[src/rtl/ale_stream_div.sv]
// rtl/ale_stream_div.sv - atmospheric light estimator with iterative reciprocal divider
//
// Purpose: takes one WIN x WIN RGB window per valid cycle, reduces it to
// per-channel minima and a dark-channel value, tracks the brightest dark pixel
// over a frame of IMG_W*IMG_H pixels, and at frame end snapshots/clamps A and
// computes floor(2^INV_W / A) per channel with a restoring radix-2 divider.
//
// Ports:
//   clk, rst                 clock, asynchronous active-high reset
//   in_valid                 window valid (no backpressure)
//   in_sof                   first pixel of a frame (qualified by in_valid)
//   in_win                   WIN*WIN pixels, pixel k at [k*3*DW +: 3*DW], R in MSBs
//   a_r, a_g, a_b            atmospheric light, held until the next result
//   inv_a_r, inv_a_g, inv_a_b  saturated Q0.INV_W reciprocals of A
//   a_valid                  one-cycle pulse when A/inv update
//   busy                     divider running
//   overrun                  one-cycle pulse when a frame end is dropped
module ale_stream_div #(
    parameter int DW       = 8,
    parameter int WIN      = 3,
    parameter int IMG_W    = 512,
    parameter int IMG_H    = 512,
    parameter int INV_W    = 16,
    parameter int A_MIN    = 16,
    parameter int TIE_MODE = 0
) (
    input  logic                      clk,
    input  logic                      rst,
    input  logic                      in_valid,
    input  logic                      in_sof,
    input  logic [WIN*WIN*3*DW-1:0]   in_win,
    output logic [DW-1:0]             a_r,
    output logic [DW-1:0]             a_g,
    output logic [DW-1:0]             a_b,
    output logic [INV_W-1:0]          inv_a_r,
    output logic [INV_W-1:0]          inv_a_g,
    output logic [INV_W-1:0]          inv_a_b,
    output logic                      a_valid,
    output logic                      busy,
    output logic                      overrun
);

    localparam int NPIX = WIN * WIN;
    localparam int NTOT = IMG_W * IMG_H;
    localparam int CW   = (NTOT > 1) ? $clog2(NTOT) : 1;
    localparam int SW   = $clog2(INV_W + 1);
    localparam logic [CW-1:0] LAST_IDX  = CW'(NTOT - 1);
    localparam logic [SW-1:0] LAST_STEP = SW'(INV_W);
    localparam logic [DW-1:0] AMIN_C    = DW'(A_MIN);
    localparam longint RST_Q = (longint'(1) << INV_W) / ((longint'(1) << DW) - 1);
    localparam logic [INV_W-1:0] RST_INV =
        (RST_Q > ((longint'(1) << INV_W) - 1)) ? {INV_W{1'b1}} : INV_W'(RST_Q);

    typedef enum logic [1:0] {S_IDLE, S_DIV, S_DONE} state_t;
    state_t state, state_nx;

    // Stage 1: window minima and pixel position
    logic [DW-1:0]   win_r, win_g, win_b;
    logic [3*DW-1:0] px;

    always_comb begin
        win_r = '1;
        win_g = '1;
        win_b = '1;
        px    = '0;
        for (int k = 0; k < NPIX; k++) begin
            px = in_win[k*3*DW +: 3*DW];
            if (px[3*DW-1 -: DW] < win_r) win_r = px[3*DW-1 -: DW];
            if (px[2*DW-1 -: DW] < win_g) win_g = px[2*DW-1 -: DW];
            if (px[DW-1:0]       < win_b) win_b = px[DW-1:0];
        end
    end

    logic [CW-1:0] pix_cnt, pix_idx;
    logic          pix_last;
    logic          s1_valid, s1_first, s1_last;
    logic [DW-1:0] s1_r, s1_g, s1_b;

    // in_sof forces index 0, discarding any partial frame in progress
    assign pix_idx  = in_sof ? '0 : pix_cnt;
    assign pix_last = (pix_idx == LAST_IDX);

    always_ff @(posedge clk or posedge rst) begin
        if (rst) begin
            pix_cnt  <= '0;
            s1_valid <= 1'b0;
            s1_first <= 1'b0;
            s1_last  <= 1'b0;
            s1_r     <= '0;
            s1_g     <= '0;
            s1_b     <= '0;
        end else begin
            s1_valid <= in_valid;
            if (in_valid) begin
                pix_cnt  <= pix_last ? '0 : pix_idx + CW'(1);
                s1_first <= (pix_idx == '0);
                s1_last  <= pix_last;
                s1_r     <= win_r;
                s1_g     <= win_g;
                s1_b     <= win_b;
            end
        end
    end

    // Stage 2: dark channel and running maximum
    logic [DW-1:0] dark, mx_dark, mx_r, mx_g, mx_b;
    logic          upd, s2_last;

    always_comb begin
        dark = s1_r;
        if (s1_g < dark) dark = s1_g;
        if (s1_b < dark) dark = s1_b;
        upd = s1_first || ((TIE_MODE != 0) ? (dark >= mx_dark) : (dark > mx_dark));
    end

    always_ff @(posedge clk or posedge rst) begin
        if (rst) begin
            s2_last <= 1'b0;
            mx_dark <= '0;
            mx_r    <= '0;
            mx_g    <= '0;
            mx_b    <= '0;
        end else begin
            s2_last <= s1_valid & s1_last;
            if (s1_valid && upd) begin
                mx_dark <= dark;
                mx_r    <= s1_r;
                mx_g    <= s1_g;
                mx_b    <= s1_b;
            end
        end
    end

    // Divider control
    logic [1:0]    ch;
    logic [SW-1:0] step;

    assign busy = (state != S_IDLE);

    always_ff @(posedge clk or posedge rst) begin
        if (rst) state <= S_IDLE;
        else     state <= state_nx;
    end

    always_comb begin
        state_nx = state;
        case (state)
            S_IDLE:  if (s2_last) state_nx = S_DIV;
            S_DIV:   if (step == LAST_STEP && ch == 2'd2) state_nx = S_DONE;
            S_DONE:  state_nx = S_IDLE;
            default: state_nx = S_IDLE;
        endcase
    end

    // Divider datapath: dividend is a 1 followed by INV_W zeros, fed MSB first
    logic [DW-1:0]    dv_r, dv_g, dv_b, div_d;
    logic [DW:0]      rem, rem_sh, rem_nx;
    logic [INV_W:0]   q, q_nx;
    logic [INV_W-1:0] q_sat, q_r, q_g, q_b;
    logic             ge;

    always_comb begin
        div_d  = (ch == 2'd0) ? dv_r : (ch == 2'd1) ? dv_g : dv_b;
        rem_sh = {rem[DW-1:0], (step == '0)};
        ge     = (rem_sh >= {1'b0, div_d});
        rem_nx = ge ? (rem_sh - {1'b0, div_d}) : rem_sh;
        q_nx   = {q[INV_W-1:0], ge};
        // A=1 gives 2^INV_W and A=0 gives all ones; both saturate here
        q_sat  = q_nx[INV_W] ? {INV_W{1'b1}} : q_nx[INV_W-1:0];
    end

    always_ff @(posedge clk or posedge rst) begin
        if (rst) begin
            dv_r    <= '0;
            dv_g    <= '0;
            dv_b    <= '0;
            ch      <= '0;
            step    <= '0;
            rem     <= '0;
            q       <= '0;
            q_r     <= '0;
            q_g     <= '0;
            q_b     <= '0;
            a_r     <= '1;
            a_g     <= '1;
            a_b     <= '1;
            inv_a_r <= RST_INV;
            inv_a_g <= RST_INV;
            inv_a_b <= RST_INV;
            a_valid <= 1'b0;
            overrun <= 1'b0;
        end else begin
            a_valid <= 1'b0;
            overrun <= s2_last && busy;
            case (state)
                S_IDLE: begin
                    if (s2_last) begin
                        dv_r <= (mx_r < AMIN_C) ? AMIN_C : mx_r;
                        dv_g <= (mx_g < AMIN_C) ? AMIN_C : mx_g;
                        dv_b <= (mx_b < AMIN_C) ? AMIN_C : mx_b;
                        ch   <= '0;
                        step <= '0;
                        rem  <= '0;
                        q    <= '0;
                    end
                end
                S_DIV: begin
                    if (step == LAST_STEP) begin
                        step <= '0;
                        rem  <= '0;
                        q    <= '0;
                        ch   <= ch + 2'd1;
                        case (ch)
                            2'd0:    q_r <= q_sat;
                            2'd1:    q_g <= q_sat;
                            default: q_b <= q_sat;
                        endcase
                    end else begin
                        step <= step + SW'(1);
                        rem  <= rem_nx;
                        q    <= q_nx;
                    end
                end
                S_DONE: begin
                    a_r     <= dv_r;
                    a_g     <= dv_g;
                    a_b     <= dv_b;
                    inv_a_r <= q_r;
                    inv_a_g <= q_g;
                    inv_a_b <= q_b;
                    a_valid <= 1'b1;
                end
                default: ;
            endcase
        end
    end

endmodule
[config.mk]
export PLATFORM = sky130hd
export DESIGN_NAME = ale_stream_div
export DESIGN_NICKNAME = d
export VERILOG_FILES = /design/src/rtl/ale_stream_div.sv
export SDC_FILE = /design/constraint.sdc
export NUM_CORES = 1
export LEC_CHECK = 0
export ABC_AREA = 1
export CAP_MARGIN = 20
export CORE_MARGIN = 3
export CORE_UTILIZATION = 59
export CTS_CLUSTER_DIAMETER = 80
export DETAILED_ROUTE_END_ITERATION = 12
export PLACE_DENSITY = 0.89
export SKIP_CTS_REPAIR_TIMING = 1
export SLEW_MARGIN = 25
export SYNTH_ARGS = -nofsm -noshare
export SYNTH_HDL_FRONTEND = slang
export SYNTH_SLANG_ARGS = --single-unit
[constraint.sdc]
create_clock -name clk -period 19.8 [get_ports clk]
set_clock_uncertainty 0.15 [all_clocks]
set_input_delay 3.96 -clock clk [delete_from_list [all_inputs] [get_ports clk]]
set_output_delay 3.96 -clock clk [all_outputs]
set_load 0.02 [all_outputs]
* Word-level counts from Yosys, hierarchy flattened
Cells that the tools add are included.
Word-level totals: bits in registers 257, bits of input ports 220, output and inout port bits 75
Operators by class: add/subtract/negate cells 4, order comparisons 34, equal/unequal tests 9, multiplexer cells 54, bitwise logic cells 2, reduce and logical (&&, ||, !) cells 18
Operators by type and width (number):
- $mux 8 | 37
- $lt 8x8->1 | 26
- $mux 16 | 3
- $mux 18 | 2
- $pmux 16 s2 | 1
- $lt 8x5->1 const B | 3
- $lt 8x8->1 const B | 3
- $add 18x1->18 const B | 1
- $eq 18x18->1 const B | 1
- $logic_not 18->1 | 1
- $pmux 8 s2 | 1
- $reduce_and 3->1 | 4
- $mux 5 | 2
- $pmux 5 s2 | 1
- $ge 9x8->1 | 1
- $gt 8x8->1 | 1
- $mux 2 | 4
- $pmux 2 s2 | 2
- $sub 8x8->8 | 1
- $ne 2x2->1 const B | 3
- $reduce_and 2->1 | 3
- $add 5x1->5 const B | 1
- $eq 5x5->1 const B | 1
- $logic_not 5->1 | 1
- other kinds (11) | 17

* Longest topological paths before layout
depth in word-level cells 18, depth in mapped cells 83, gate-level depth less buffers 76

* Worst setup path after synthesis
No wires, ideal clock.
path type input -> register, from input in_win[5], to register s1_b[0], setup time 118 ps, data arrival time 14585 ps, slack 4947 ps, stages 58, path buffers 7, path through inv_1 -> ha_1 -> a21oi_1 -> nor2_1 -> nor3_4 -> nand2_4 -> clkbuf_1 -> o21ai_0 -> ha_1 -> a21oi_1 -> nor2_1 -> a211oi_1 -> nand2_4 -> clkbuf_1 -> o21ai_0 -> ha_1 -> a21oi_1 -> nor2_1 -> [... 22 more ...] -> nand2_2 -> clkbuf_1 -> o21ai_0 -> ha_1 -> a21oi_1 -> nor2_1 -> a211oi_1 -> nand2_2 -> buf_2 -> nand2_1 -> o21ai_0 -> ha_1 -> a21oi_1 -> nor2_1 -> a211oi_2 -> nand3_1 -> nand3_1 -> nand2_1
On the way: longest elaborated chain between the ends 18
Ends and longest elaborated chain:
- from (decl) | RTL line 31 | input logic [WIN*WIN*3*DW-1:0] in_win,
- $lt 8x8->1 | RTL line 70 | if (px[DW-1:0] < win_b) win_b = px[DW-1:0];
- $mux 8 * | RTL line 70
- $lt 8x8->1 | RTL line 70
- $mux 8 * | RTL line 70
- $lt 8x8->1 | RTL line 70
- $mux 8 * | RTL line 70
- $lt 8x8->1 | RTL line 70
- $mux 8 * | RTL line 70
- [... 2 more ...]
- $lt 8x8->1 | RTL line 70
- $mux 8 * | RTL line 70
- $lt 8x8->1 | RTL line 70
- $mux 8 * | RTL line 70
- $lt 8x8->1 | RTL line 70
- $mux 8 * | RTL line 70
- $lt 8x8->1 | RTL line 70
- $mux 8 * | RTL line 70
- to (signal assigned) | RTL line 100 | s1_b <= win_b;
- to (decl) | RTL line 77 | logic [DW-1:0] s1_r, s1_g, s1_b;
Every way passes the cells marked *; elsewhere a longest branch is shown, timed or not. A chain may end at the register's enable or synchronous reset.

* Final worst setup path
from input in_win[13], to register s1_g[2]
On the way: longest elaborated chain between the ends 18
Ends and longest elaborated chain:
- $lt 8x8->1 | RTL line 69 | if (px[2*DW-1 -: DW] < win_g) win_g = px[2*DW-1 -: DW];
- $mux 8 * | RTL line 69
- $lt 8x8->1 | RTL line 69
- $mux 8 * | RTL line 69
- $lt 8x8->1 | RTL line 69
- $mux 8 * | RTL line 69
- $lt 8x8->1 | RTL line 69
- $mux 8 * | RTL line 69
- [... 2 more ...]
- $lt 8x8->1 | RTL line 69
- $mux 8 * | RTL line 69
- $lt 8x8->1 | RTL line 69
- $mux 8 * | RTL line 69
- $lt 8x8->1 | RTL line 69
- $mux 8 * | RTL line 69
- $lt 8x8->1 | RTL line 69
- $mux 8 * | RTL line 69
- to (signal assigned) | RTL line 99 | s1_g <= win_g;
- to (decl) | RTL line 77
Marked as above.

==> summary.txt <==
Run status
  • Status: completed

Floorplanning
  • Starting Density: 60.5%
  • Site Rows: 63
  • Die Height: 181 µm
  • Die ar.: 32800 µm²
  • I/O Pins: 295
  • DIE WIDTH: 181 µm
  • Core Footprint: 30000 µm²

Global route
  • Gr busiest metal: met2
  • Total gr overflow: 0
  • M1 GR Usage: 38.0%
  • GR Layer Usage met2: 53.1%
  • Global Route met3 Usage: 3.93%
  • Largest net degree at the start of global routing: 90
  • Initial antenna violation count: 3
  • Vias in the first global route: 17499
  • First-pass GRT wire length: 82900 µm
  • Global Route Usage Sum: 29.6%

STA
  • Hold slack: 0.314 ns
  • # setup viols final: 0
  • PnR worst setup slack: 3.37 ns
  • Hold Fails Final Rpt: 0
  • Fin Setup TNS: 0 ns
  • Slew Viols, Final: 0
  • Min Tclk post-route: 16.43 ns
  • Period utilization: 83.0%
  • Highest clock rate: 60.9 MHz
  • Unrepaired setup endpoints after global routing: no
  • Slew headroom: 43.4%
  • Worst slew pin tran: 0.843 ns

Synth
  • Post-synthesis sequential area ratio: 35.7%
  • Synthesized cell area: 18100 µm²
  • Yosys reg bits: 257
  • Average cell area after synthesis: 7.17 µm²
  • Cells after Synth: 2524
  • Post-synth cell types: 43
  • Yosys warnings: 0
  • Syn nets: 2914

Placement
  • DP Wirelength: 38300 µm
  • Port buffer count: 294
  • Place WS: 2.97 ns
  • Final Wtd Congestion: 0.970
  • Placed Cells: 3142

Power and ir drop
  • Pwr Total: 3.04 mW
  • Leak: 11.0 nW
  • Peak supply drop: 0.110 mV
  • PwrDens: 137 nW/µm²

Detailed routing
  • Routed WL per cell: 15.7 µm
  • Detailed-route wire length: 49900 µm
  • DRT iter0 DRCs: 1258
  • Vias/cell: 5.61
  • DR pass1 iterations: 6
  • Drt drc: 0
  • Post-route ant nets: 0
  • Vias: 17863

Clock network
  • CTS max path bufs: 3
  • CTS tree: yes
  • Total CTS buffers: 23
  • Clk slew on worst S/H paths: 0.07 ns
  • CTS H-Tree Depth: 1
  • Clk root buf: clkbuf_16
  • CTS Sinks: 257
  • Worst skew pair latency: 0.51 ns

Critical path
  • Crit-path max FO: 15
  • CP max-delay cell: a211oi_1
  • R2r startpoint: s1_r[1]
  • CP endpoint kind: register
  • Reg2reg end: mx_dark[7]
  • R2R setup slack: 13.87 ns
  • Critical path startpoint category: primary input
  • Critical Path AT: 16.72 ns
  • Kind of critical path: in -> reg
  • R2R depth: 25
  • Worst EP required: 20.09 ns
  • Crit path top cell by count: ha_1
  • Crit path largest cell delay: 0.64 ns

Cells and area
  • Most frequent cells in the layout: 751 x nand2_1, 347 x o21ai_0, 314 x inv_1
  • # nets final: 3167
  • Commonest non-fill, non-tap cell in the layout: nand2_1
  • Number of diodes: 0
  • Share of cells above drive strength 1: 6.59%
  • Area grow syn2layout: 22.7%
  • Final std cells w/o fill: 3184

Worst hold path
  • Hold endpoint: s2_last
  • Worst hold stages: 2
  • HP Class: reg -> reg
  • Beginning of the worst hold path: s1_last

Flow run
  • Max_cap viols: 0
logic make-up (layout without fill, tap and decap cells):
group | after synthesis | count (layout) | synth area share, %
adder cells (fa/ha/maj) | 170 | 170 | 11.8
AND/OR/NAND/NOR | 1190 | 1190 | 28.6
flip-flops | 257 | 257 | 35.7
buffers and inverters | 410 | 680 | 8.95
XOR/XNOR | 15 | 15 | 0.726
AO/OA/AOI/OAI | 482 | 482 | 14.3
where the power goes:
part / internal, mW / total, mW / switching (mW)
Clock: 0.348 / 0.546 / 0.198
Sequential: 0.675 / 0.767 / 0.0914
Combinational: 0.602 / 1.72 / 1.12
Total: 1.63 / 3.04 / 1.41
cells in the mapped netlist:
| cell | n | area [µm²] |
|---|---|---|
| o311ai_0 | 1 | 8.76 |
| a211oi_2 | 3 | 37.5 |
| clkbuf_1 | 52 | 195 |
| a21boi_0 | 1 | 7.51 |
| nand2_4 | 29 | 327 |
| nand3_1 | 185 | 926 |
| nor4_1 | 6 | 37.5 |
| buf_4 | 5 | 37.5 |
| inv_2 | 15 | 56.3 |
| nor3_4 | 2 | 32.5 |
| clkinv_1 | 6 | 22.5 |
| a211oi_1 | 19 | 143 |
| dlygate4sd3_1 | 1 | 10.0 |
| nor3b_1 | 1 | 7.51 |
| xnor2_1 | 2 | 17.5 |
| dlygate4sd1_1 | 1 | 8.76 |
| o211ai_1 | 2 | 15.0 |
| a21oi_1 | 61 | 305 |
| o21a_1 | 1 | 7.51 |
| fa_1 | 1 | 20.0 |
| xor2_1 | 13 | 114 |
| buf_6 | 6 | 67.6 |
| buf_1 | 4 | 15.0 |
| buf_2 | 5 | 25.0 |
| dfstp_2 | 30 | 788 |
| a31oi_1 | 1 | 6.26 |
| o21ai_0 | 347 | 1740 |
| o21ai_1 | 4 | 20.0 |
| ha_1 | 169 | 2110 |
| nand4_1 | 6 | 37.5 |
| or2_2 | 1 | 6.26 |
| inv_1 | 315 | 1180 |
| nor2_1 | 132 | 495 |
| a32o_1 | 2 | 20.0 |
| a21o_1 | 1 | 7.51 |
| o31ai_1 | 1 | 7.51 |
| nand2_1 | 752 | 2820 |
| o22ai_1 | 20 | 125 |
| nand3b_1 | 15 | 113 |
| nand2_2 | 49 | 307 |
| dfrtp_1 | 227 | 5680 |
| o21bai_1 | 18 | 135 |
| nor3_1 | 12 | 60.1 |
through the flow:
stage	utilization, %	cell area [µm²]
after floorplan	-	18100
after global placement	71.0	21300
after global routing	74.2	22200
after detailed placement	71.0	21300
after CTS	74.1	22200
final	74.2	22200
area by class of cell:
class | count | area, µm²
fill | 2182 | 7730
tap | 390 | 488
multi-input combinational | 1857 | 10000
timing repair buffer | 302 | 3010
sequential | 257 | 6470
clock buffer | 25 | 593
inverter | 336 | 1270
clock inverter | 17 | 342
metal layers:
metal  share of wire (%)  routed length [µm]
met3                 6.5                3240
met1                  41               20700
met5               0.080                  40
met4                 2.3                1170
met2                  50               24800
worst max-delay path: cells and delay by family:
family / cells / cell delay (ns)
AO/OA/AOI/OAI: 22 / 7.37
adder cells (fa/ha/maj): 8 / 2.45
AND/OR/NAND/NOR: 19 / 2.37
buffers and inverters: 2 / 0.53
registers in the layout, indices dropped and copies added (netlist names), 5 cells and up:
register  cells
pix_cnt      18
inv_a_b      16
inv_a_g      16
inv_a_r      16
q            16
q_b          16
q_g          16
q_r          16
a_b           8
a_g           8
a_r           8
dv_b          8
dv_g          8
dv_r          8
mx_b          8
mx_dark       8
mx_g          8
mx_r          8
rem           8
s1_b          8
s1_g          8
s1_r          8
step          5
how the worst max path moves through the flow:
| stage | startpoint | slack (ns) | cells after the start | endpoint |
|---|---|---|---|---|
| after floorplan | in_win[5] | 4.95 | 58 | s1_b[0] |
| after global placement | in_win[13] | 3.17 | 51 | s1_g[7] |
| after detailed placement | in_win[13] | 2.97 | 51 | s1_g[7] |
| after CTS | in_win[13] | 3.45 | 51 | s1_g[2] |
| after global routing | in_win[15] | 1.66 | 51 | s1_g[2] |
| final | in_win[13] | 3.37 | 51 | s1_g[2] |
No activity file was read; power rests on OpenSTA's default activity.
